## config.mk

```make
export PLATFORM = sky130hd
export DESIGN_NAME = goertzel_sched
export DESIGN_NICKNAME = d
export VERILOG_FILES = /design/src/rtl/goertzel_sched.sv
export SDC_FILE = /design/constraint.sdc
export NUM_CORES = 1
export LEC_CHECK = 0
export CORE_AREA = 2 2 215 217
export DETAILED_ROUTE_END_ITERATION = 10
export DIE_AREA = 0 0 217 219
export PLACE_DENSITY_LB_ADDON = 0.3
export SLEW_MARGIN = 20
export SYNTH_ARGS = -nofsm -noshare
export SYNTH_HDL_FRONTEND = slang
export SYNTH_SLANG_ARGS = --single-unit
export TNS_END_PERCENT = 30
```

## constraint.sdc

```tcl
create_clock -name clk -period 4.65 [get_ports clk]
set_clock_uncertainty 0.05 [all_clocks]
set_input_delay 0.93 -clock clk [delete_from_list [all_inputs] [get_ports clk]]
set_output_delay 0.93 -clock clk [all_outputs]
set_load 0.01 [all_outputs]
```

## src/rtl/goertzel_sched.sv

```systemverilog
// goertzel_sched: runs one Goertzel bin engine over up to NB bins of an NS-sample block
// Ports:
//    clk, rst                      clock, synchronous active-high reset
//    start, nbins_i                run request and bin count (clamped to NB)
//    busy, done, err               run in progress, end-of-run pulse, sticky timeout
//    coef_addr, coef_*_i           coefficient ROM address / data (1-cycle latency)
//    eng_alpha_o, eng_cw_*_o       coefficients held for the engine
//    smp_rd, smp_addr, smp_data_i  sample RAM read port (1-cycle latency)
//    eng_rstn, eng_en, eng_data_o  engine control and sample feed
//    eng_valid_i, eng_result_i     engine result
//    res_valid/ready/data/bin      result stream tagged with bin index
module goertzel_sched #(
   parameter int NS   = 1000,
   parameter int NB   = 16,
   parameter int TMO  = 64,
   parameter int RSTW = 2,
   parameter int AW   = $clog2(NS),
   parameter int BW   = $clog2(NB + 1)
) (
   input  logic          clk,
   input  logic          rst,
   input  logic          start,
   input  logic [BW-1:0] nbins_i,
   output logic          busy,
   output logic          done,
   output logic          err,
   output logic [BW-1:0] coef_addr,
   input  logic [63:0]   coef_alpha_i,
   input  logic [63:0]   coef_re_i,
   input  logic [63:0]   coef_im_i,
   output logic [63:0]   eng_alpha_o,
   output logic [63:0]   eng_cw_re_o,
   output logic [63:0]   eng_cw_im_o,
   output logic          smp_rd,
   output logic [AW-1:0] smp_addr,
   input  logic [31:0]   smp_data_i,
   output logic          eng_rstn,
   output logic          eng_en,
   output logic [31:0]   eng_data_o,
   input  logic          eng_valid_i,
   input  logic [31:0]   eng_result_i,
   output logic          res_valid,
   input  logic          res_ready,
   output logic [31:0]   res_data,
   output logic [BW-1:0] res_bin
);
   localparam int CW = $clog2(NS + TMO + RSTW + 1);
   typedef enum logic [2:0] {S_IDLE, S_ARM, S_FEED, S_WAIT, S_OUT, S_DONE} state_t;
   state_t        r_state, w_next;
   logic [CW-1:0] r_cnt, w_cnt;
   logic [BW-1:0] r_bin, w_bin, r_nb, w_nb, r_res_bin;
   logic          r_err, w_err;
   logic [63:0]   r_alpha, r_re, r_im;
   logic [31:0]   r_res_data;
   always_comb begin
      w_next = r_state;
      w_cnt  = r_cnt + 1'b1;
      w_bin  = r_bin;
      w_nb   = r_nb;
      w_err  = r_err;
      case (r_state)
         S_IDLE: if (start) begin
            w_nb   = (nbins_i > BW'(NB)) ? BW'(NB) : nbins_i;
            w_err  = 1'b0;
            w_bin  = '0;
            w_cnt  = '0;
            w_next = (w_nb == '0) ? S_DONE : S_ARM;
         end
         S_ARM: if (r_cnt == CW'(RSTW - 1)) begin
            w_next = S_FEED;
            w_cnt  = '0;
         end
         // k runs 0..NS: reads at 0..NS-1, engine feed at 1..NS
         S_FEED: if (r_cnt == CW'(NS)) begin
            w_next = S_WAIT;
            w_cnt  = CW'(1);
         end
         // r_cnt counts cycles since the last eng_en, so err rises TMO cycles after it
         S_WAIT: if (eng_valid_i) w_next = S_OUT;
            else if (r_cnt == CW'(TMO - 1)) begin
               w_next = S_DONE;
               w_err  = 1'b1;
            end
         S_OUT: if (res_ready) begin
            w_bin  = r_bin + 1'b1;
            w_cnt  = '0;
            w_next = (w_bin == r_nb) ? S_DONE : S_ARM;
         end
         S_DONE: w_next = S_IDLE;
         default: w_next = S_IDLE;
      endcase
   end
   always_ff @(posedge clk) begin
      if (rst) begin
         r_state    <= S_IDLE;
         r_cnt      <= '0;
         r_bin      <= '0;
         r_nb       <= '0;
         r_err      <= 1'b0;
         r_alpha    <= '0;
         r_re       <= '0;
         r_im       <= '0;
         r_res_data <= '0;
         r_res_bin  <= '0;
      end else begin
         r_state <= w_next;
         r_cnt   <= w_cnt;
         r_bin   <= w_bin;
         r_nb    <= w_nb;
         r_err   <= w_err;
         // ROM was addressed on the first ARM cycle, so its data is valid by the last
         if (r_state == S_ARM && r_cnt == CW'(RSTW - 1)) begin
            r_alpha <= coef_alpha_i;
            r_re    <= coef_re_i;
            r_im    <= coef_im_i;
         end
         if (r_state == S_WAIT && eng_valid_i) begin
            r_res_data <= eng_result_i;
            r_res_bin  <= r_bin;
         end
      end
   end
   assign busy        = r_state != S_IDLE;
   assign done        = r_state == S_DONE;
   assign err         = r_err;
   assign coef_addr   = r_bin;
   assign eng_alpha_o = r_alpha;
   assign eng_cw_re_o = r_re;
   assign eng_cw_im_o = r_im;
   assign smp_rd      = r_state == S_FEED && r_cnt < CW'(NS);
   assign smp_addr    = smp_rd ? AW'(r_cnt) : '0;
   assign eng_en      = r_state == S_FEED && r_cnt != '0;
   // smp_data_i is the RAM's registered output for address k-1
   assign eng_data_o  = eng_en ? smp_data_i : '0;
   assign eng_rstn    = r_state != S_IDLE && r_state != S_ARM;
   assign res_valid   = r_state == S_OUT;
   assign res_data    = r_res_data;
   assign res_bin     = r_res_bin;
endmodule
```

# Word-level counts from Yosys, hierarchy flattened
# Cells that the tools add are included.
[classes]
add_sub_neg = 2
order_cmp = 2
n_eq_ne = 17
n_mux = 24
n_reduce_logical = 15
[op_table]
columns = ["cell", "n"]
rows = [
  ["11-bit two-way mux", 4],
  ["11-bit one-hot mux with 4 select lines", 1],
  ["32-bit two-way mux", 1],
  ["3-bit two-way mux", 8],
  ["5-bit two-way mux", 3],
  ["3-bit one-hot mux with 5 select lines", 1],
  ["11-bit by 1-bit adder with 11-bit output (second input constant)", 1],
  ["11-bit by 1-bit equality test with 1-bit output (second input constant)", 1],
  ["11-bit by 10-bit equality test with 1-bit output (second input constant)", 1],
  ["11-bit by 6-bit equality test with 1-bit output (second input constant)", 1],
  ["11-bit by 10-bit less-than comparator with 1-bit output (second input constant)", 1],
  ["11-bit nonzero test", 1],
  ["10-bit two-way mux", 1],
  ["2-bit inequality test (second input constant)", 5],
  ["5-bit one-hot mux with 2 select lines", 1],
  ["3-bit by 2-bit equality test with 1-bit output (second input constant)", 2],
  ["3-bit equality test (second input constant)", 2],
  ["5-bit by 1-bit adder with 5-bit output (second input constant)", 1],
  ["5-bit equality test", 1],
  ["5-bit greater-than comparator (second input constant)", 1],
  ["1-bit logical AND", 5],
  ["5-bit logical NOT", 1],
  ["5-bit AND reduction", 1],
  ["4-bit AND reduction", 1],
  ["other kinds (11)", 14],
]
[word_totals]
ff_bits = 254
in_bits = 266
output_inout_bits = 283
word_cells = 70

# Longest topological paths before layout
[depth]
word_depth = 6
ltp_mapped = 9
depth_no_buf = 7

# Worst setup path after synthesis
# Ideal clock, no wire load.
[synth_path]
path_type = "register -> output"
startpoint = "register r_cnt[3]"
endpoint = "output eng_data_o[22]"
arrival_time_ps = 1675
required_ps = 3670
setup_slack_ps = 1995
stages_incl_launch_ff = 7
n_path_buf = 2
path_cell_list = "dfxtp_1 buf_2 or4_1 nor2_1 a31oi_1 clkbuf_1 and2_1"
[synth_between]
elab_chain_len = 3
[synth_lines]
columns = ["item", "line_no", "source"]
rows = [
  ["start, declared", "50", "logic [CW-1:0] r_cnt, w_cnt;"],
  ["start signal, assigned", "107", "r_cnt <= w_cnt;"],
  ["11-bit nonzero test", "132", "assign eng_en = r_state == S_FEED && r_cnt != '0;"],
  ["1-bit logical AND", "132", ""],
  ["net eng_en", "38", "output logic eng_en,"],
  ["32-bit two-way mux", "134", "assign eng_data_o = eng_en ? smp_data_i : '0;"],
  ["end, declared", "39", "output logic [31:0] eng_data_o,"],
]
# The timed path passes the listed nets, and every way through them passes these cells.

# Final worst setup path
[layout_path]
startpoint = "register r_state[1]"
endpoint = "output smp_addr[9]"
[layout_between]
elab_chain_len = 3
[layout_lines]
columns = ["item", "line_no", "source"]
rows = [
  ["start, declared", "49", "state_t r_state, w_next;"],
  ["start signal, assigned", "106", "r_state <= w_next;"],
  ["3-bit by 2-bit equality test with 1-bit output", "130", "assign smp_rd = r_state == S_FEED && r_cnt < CW'(NS);"],
  ["1-bit logical AND", "130", ""],
  ["10-bit two-way mux", "131", "assign smp_addr = smp_rd ? AW'(r_cnt) : '0;"],
  ["end, declared", "35", "output logic [AW-1:0] smp_addr,"],
]
# Every way passes these cells.

==> reports/qor.csv <==
metric;value;unit
grt_pass1_wl;54400;microns
critical_path.max_fanout;13;
clk_path_buf_depth;3;
postCtsSetupBuffers;0;
drt_iter0_drc;400;
hpwl;25600;microns
timing.hold.worst.start;eng_cw_re_o[57];
areaGrowthSynthToFinish;72.7;%
synth_top_family_by_area;simple AND/OR/NAND/NOR gates;
ys_ff_latch;254;
start_util;0.212;
crit_type;reg2out;
fmax;0.251;GHz
core-area;45100;sq um
area.sequential;5080;sq um
grt.overflow.total;0;
die_y;219;microns
r2r-start;r_state[0];
fp-row-count;78;
wirelength;36500;microns
fin_crit_sh;0.855;
whs;0.401;ns
synthSimpleGateAreaFrac;0.258;
final_core_util;0.365;
synth_fa_ha_area_frac;0.00525;
reg2reg_to;eng_cw_re_o[61];
hold_viol;0;
holdPathEnd;eng_cw_re_o[57];
numPlacedInstances;2286;
fin_ws;0.672;ns
max_cap_violations;0;
swShare;0.288;
ctsHoldBuffers;0;
final_layout_size_suffix_gt1_frac;0.0373;
cts_made_buffers;30;
path_cells;nor2b_1, nand2b_1, nor3_1, and2_1, clkdlybuf4s50_1;
placed_cell_area;15500;sq um
io_buffers;548;
pre_cts_ws;1.24;ns
critPathMaxStageDelay;0.62;ns
p_per_area;396;nW/um^2
outcome;finished, final reports clean;
setup_tns;0;ns
power_frac_clock;0.370;
final-setup-viol-count;0;
multiInputGateArea;4030;sq um
clk_pin_slew_worst_paths;0.06;ns
grt_max_degree;193;
drt_pass1_iterations;4;
cp.arrival;3.00;ns
grt_pass1_vias;9247;
worstMarginPinSlew;0.997;ns
nNetsFinal;1988;
worst_setup_path_end_kind;output pin;
r2r_cells;5;
startpoint_type;flop;
fillerInstances;4691;
peakVddDrop;0.277;mV
cts_tree;yes;
synthesis.nets;1489;
clock_sinks;254;
antenna_found_initial;2;
num_vias;9831;
synth_mux_area_frac;0.00105;
total_power;6.52;mW
switchingPower;1.88;mW
ant_nets;0;
combPwrFrac;0.242;
ys_warn_count;0;
cts_root_buf;clkbuf_16;
grt_use_total;0.144;
synth_compound_area_frac;0.140;
cts-resized-gates;0;
p_int;4.65;mW
antenna_cells;0;
synth.distinct_cells;43;
hp-class;reg2reg;
critPathSlowestCell;nor3_1;
netlist_area;9540;sq um
h-tree-depth;1;
fp.dieW;217;microns
rsz0062_at_grt;false;
worstHoldPathCells;2;
startpoint;r_state[1];
fin_area;16500;sq um
vias_per_cell;4.20;
yosysSeqAreaShare;0.533;
dieArea;47500;sq um
place_congestion;0.818;
routedWlPerCell;15.6;microns
synthCells;1219;
io-pin-count;549;
clock_latency;0.56;ns
synth-xor-area-share;0.0156;
drc;0;
seq_power_share;0.388;
final_cells;2341;
slew_headroom;0.335;
min_period;3.98;ns
cp.required;3.67;ns
leakagePower;5.53;nW
syn_avg_cell_area;7.83;sq um
reg2reg_slack;1.74;ns
drv_slew;0;
-- synth_stat cells --
cell	instances	area, sq um
nand2_1	472	1770
or3_1	4	25.0
or4_4	1	11.3
ha_1	4	50.1
nor3b_2	1	12.5
a32oi_1	2	17.5
o311ai_4	1	26.3
xnor2_1	11	96.3
nand2b_1	2	12.5
a211oi_1	1	7.51
buf_4	19	143
nand3b_1	5	37.5
o21ai_0	4	20.0
nor3_1	7	35.0
a22oi_1	1	7.51
nor4bb_1	1	10.0
mux2i_1	1	10.0
o41ai_1	1	8.76
a21boi_1	1	7.51
or3b_1	1	8.76
a21oi_1	238	1190
xor2_1	6	52.6
and3_1	5	31.3
clkbuf_1	60	225
nand3_1	7	35.0
dfxtp_1	254	5080
or3b_2	1	8.76
o21a_1	1	7.51
a22o_1	1	8.76
a31oi_1	2	12.5
or4_1	1	7.51
buf_6	2	22.5
and2_1	45	282
nor3b_1	3	22.5
nor2_1	29	109
o32ai_1	1	8.76
or2_2	2	12.5
o31ai_1	1	7.51
buf_2	5	25.0
nand4_1	4	25.0
nor2b_1	1	6.26
buf_1	2	7.51
inv_1	8	30.0
-- cells in the final DEF (no fill, tap or decap), types with 2 or more instances in the layout --
| cell | n |
|---|---|
| nand2_1 | 472 |
| a32oi_1 | 2 |
| a21oi_1 | 238 |
| dfxtp_1 | 254 |
| or3_1 | 4 |
| o21ai_0 | 4 |
| or2_2 | 2 |
| clkbuf_16 | 31 |
| bufinv_16 | 3 |
| and3_1 | 3 |
| clkbuf_1 | 8 |
| clkinvlp_4 | 2 |
| nor2_1 | 29 |
| xor2_1 | 6 |
| clkinv_2 | 5 |
| nor3_1 | 7 |
| buf_12 | 2 |
| inv_1 | 8 |
| nand3_1 | 5 |
| buf_4 | 5 |
| and2_1 | 45 |
| nand3b_1 | 5 |
| xnor2_1 | 11 |
| a31oi_1 | 2 |
| nand4_1 | 4 |
| clkdlybuf4s50_1 | 547 |
| nand2b_1 | 2 |
| nor3b_1 | 3 |
| clkbuf_8 | 7 |
| ha_1 | 4 |
-- power by group through the flow --
stage | clock (mW) | sequential (mW) | combinational, mW
2_1_floorplan | 0 | 2.64 | 0.672
3_3_place_gp | 0 | 2.56 | 1.58
3_5_place_dp | 0 | 2.58 | 1.59
4_1_cts | 2.51 | 2.53 | 1.60
5_1_grt | 2.59 | 2.56 | 1.72
6_report | 2.42 | 2.53 | 1.58
-- kinds of logic after synthesis --
kind of cell	after synthesis
simple gates	592
compound gates	255
flops	254
buf+inv	96
xor+xnor	17
fa+ha+maj	4
mux	1
-- final cells by class --
class                           count  area share
Tap cell                          600      0.0456
Clock buffer                       45      0.0539
Sequential cell                   254       0.309
Clock inverter                     10     0.00790
Multi-Input combinational cell    869       0.244
Inverter                            8     0.00182
Timing Repair Buffer              555       0.338
-- per-layer routing --
metal  track usage  wire (microns)
met5             0              26
met4        0.0342             778
met1         0.174           15200
met2         0.235           16500
met3        0.0610            3920
-- worst max-delay path by stage --
| stage | to | slack (ns) | depth (start not counted) |
|---|---|---|---|
| finish | smp_addr[9] | 0.67 | 5 |
| global route | smp_addr[1] | 0.42 | 5 |
| CTS | smp_addr[9] | 0.61 | 5 |
| detailed placement | smp_addr[9] | 1.24 | 5 |
| global placement | smp_addr[9] | 1.33 | 5 |
| floorplan | eng_data_o[22] | 2.00 | 6 |
-- critical path, delay by kind of cell, from the launching register on --
family	cells	cell delay [ns]
simple gates	4	1.32
flops	1	0.57
buf+inv	1	0.54
-- registers in the layout, summed over array words and instances (netlist names) --
name,count
err,1
res_data,32
coef_addr,5
r_nb,5
eng_cw_im_o,64
r_cnt,11
eng_cw_re_o,64
res_bin,5
r_state,3
eng_alpha_o,64
Note: power is estimated with default switching activity, not from simulation.
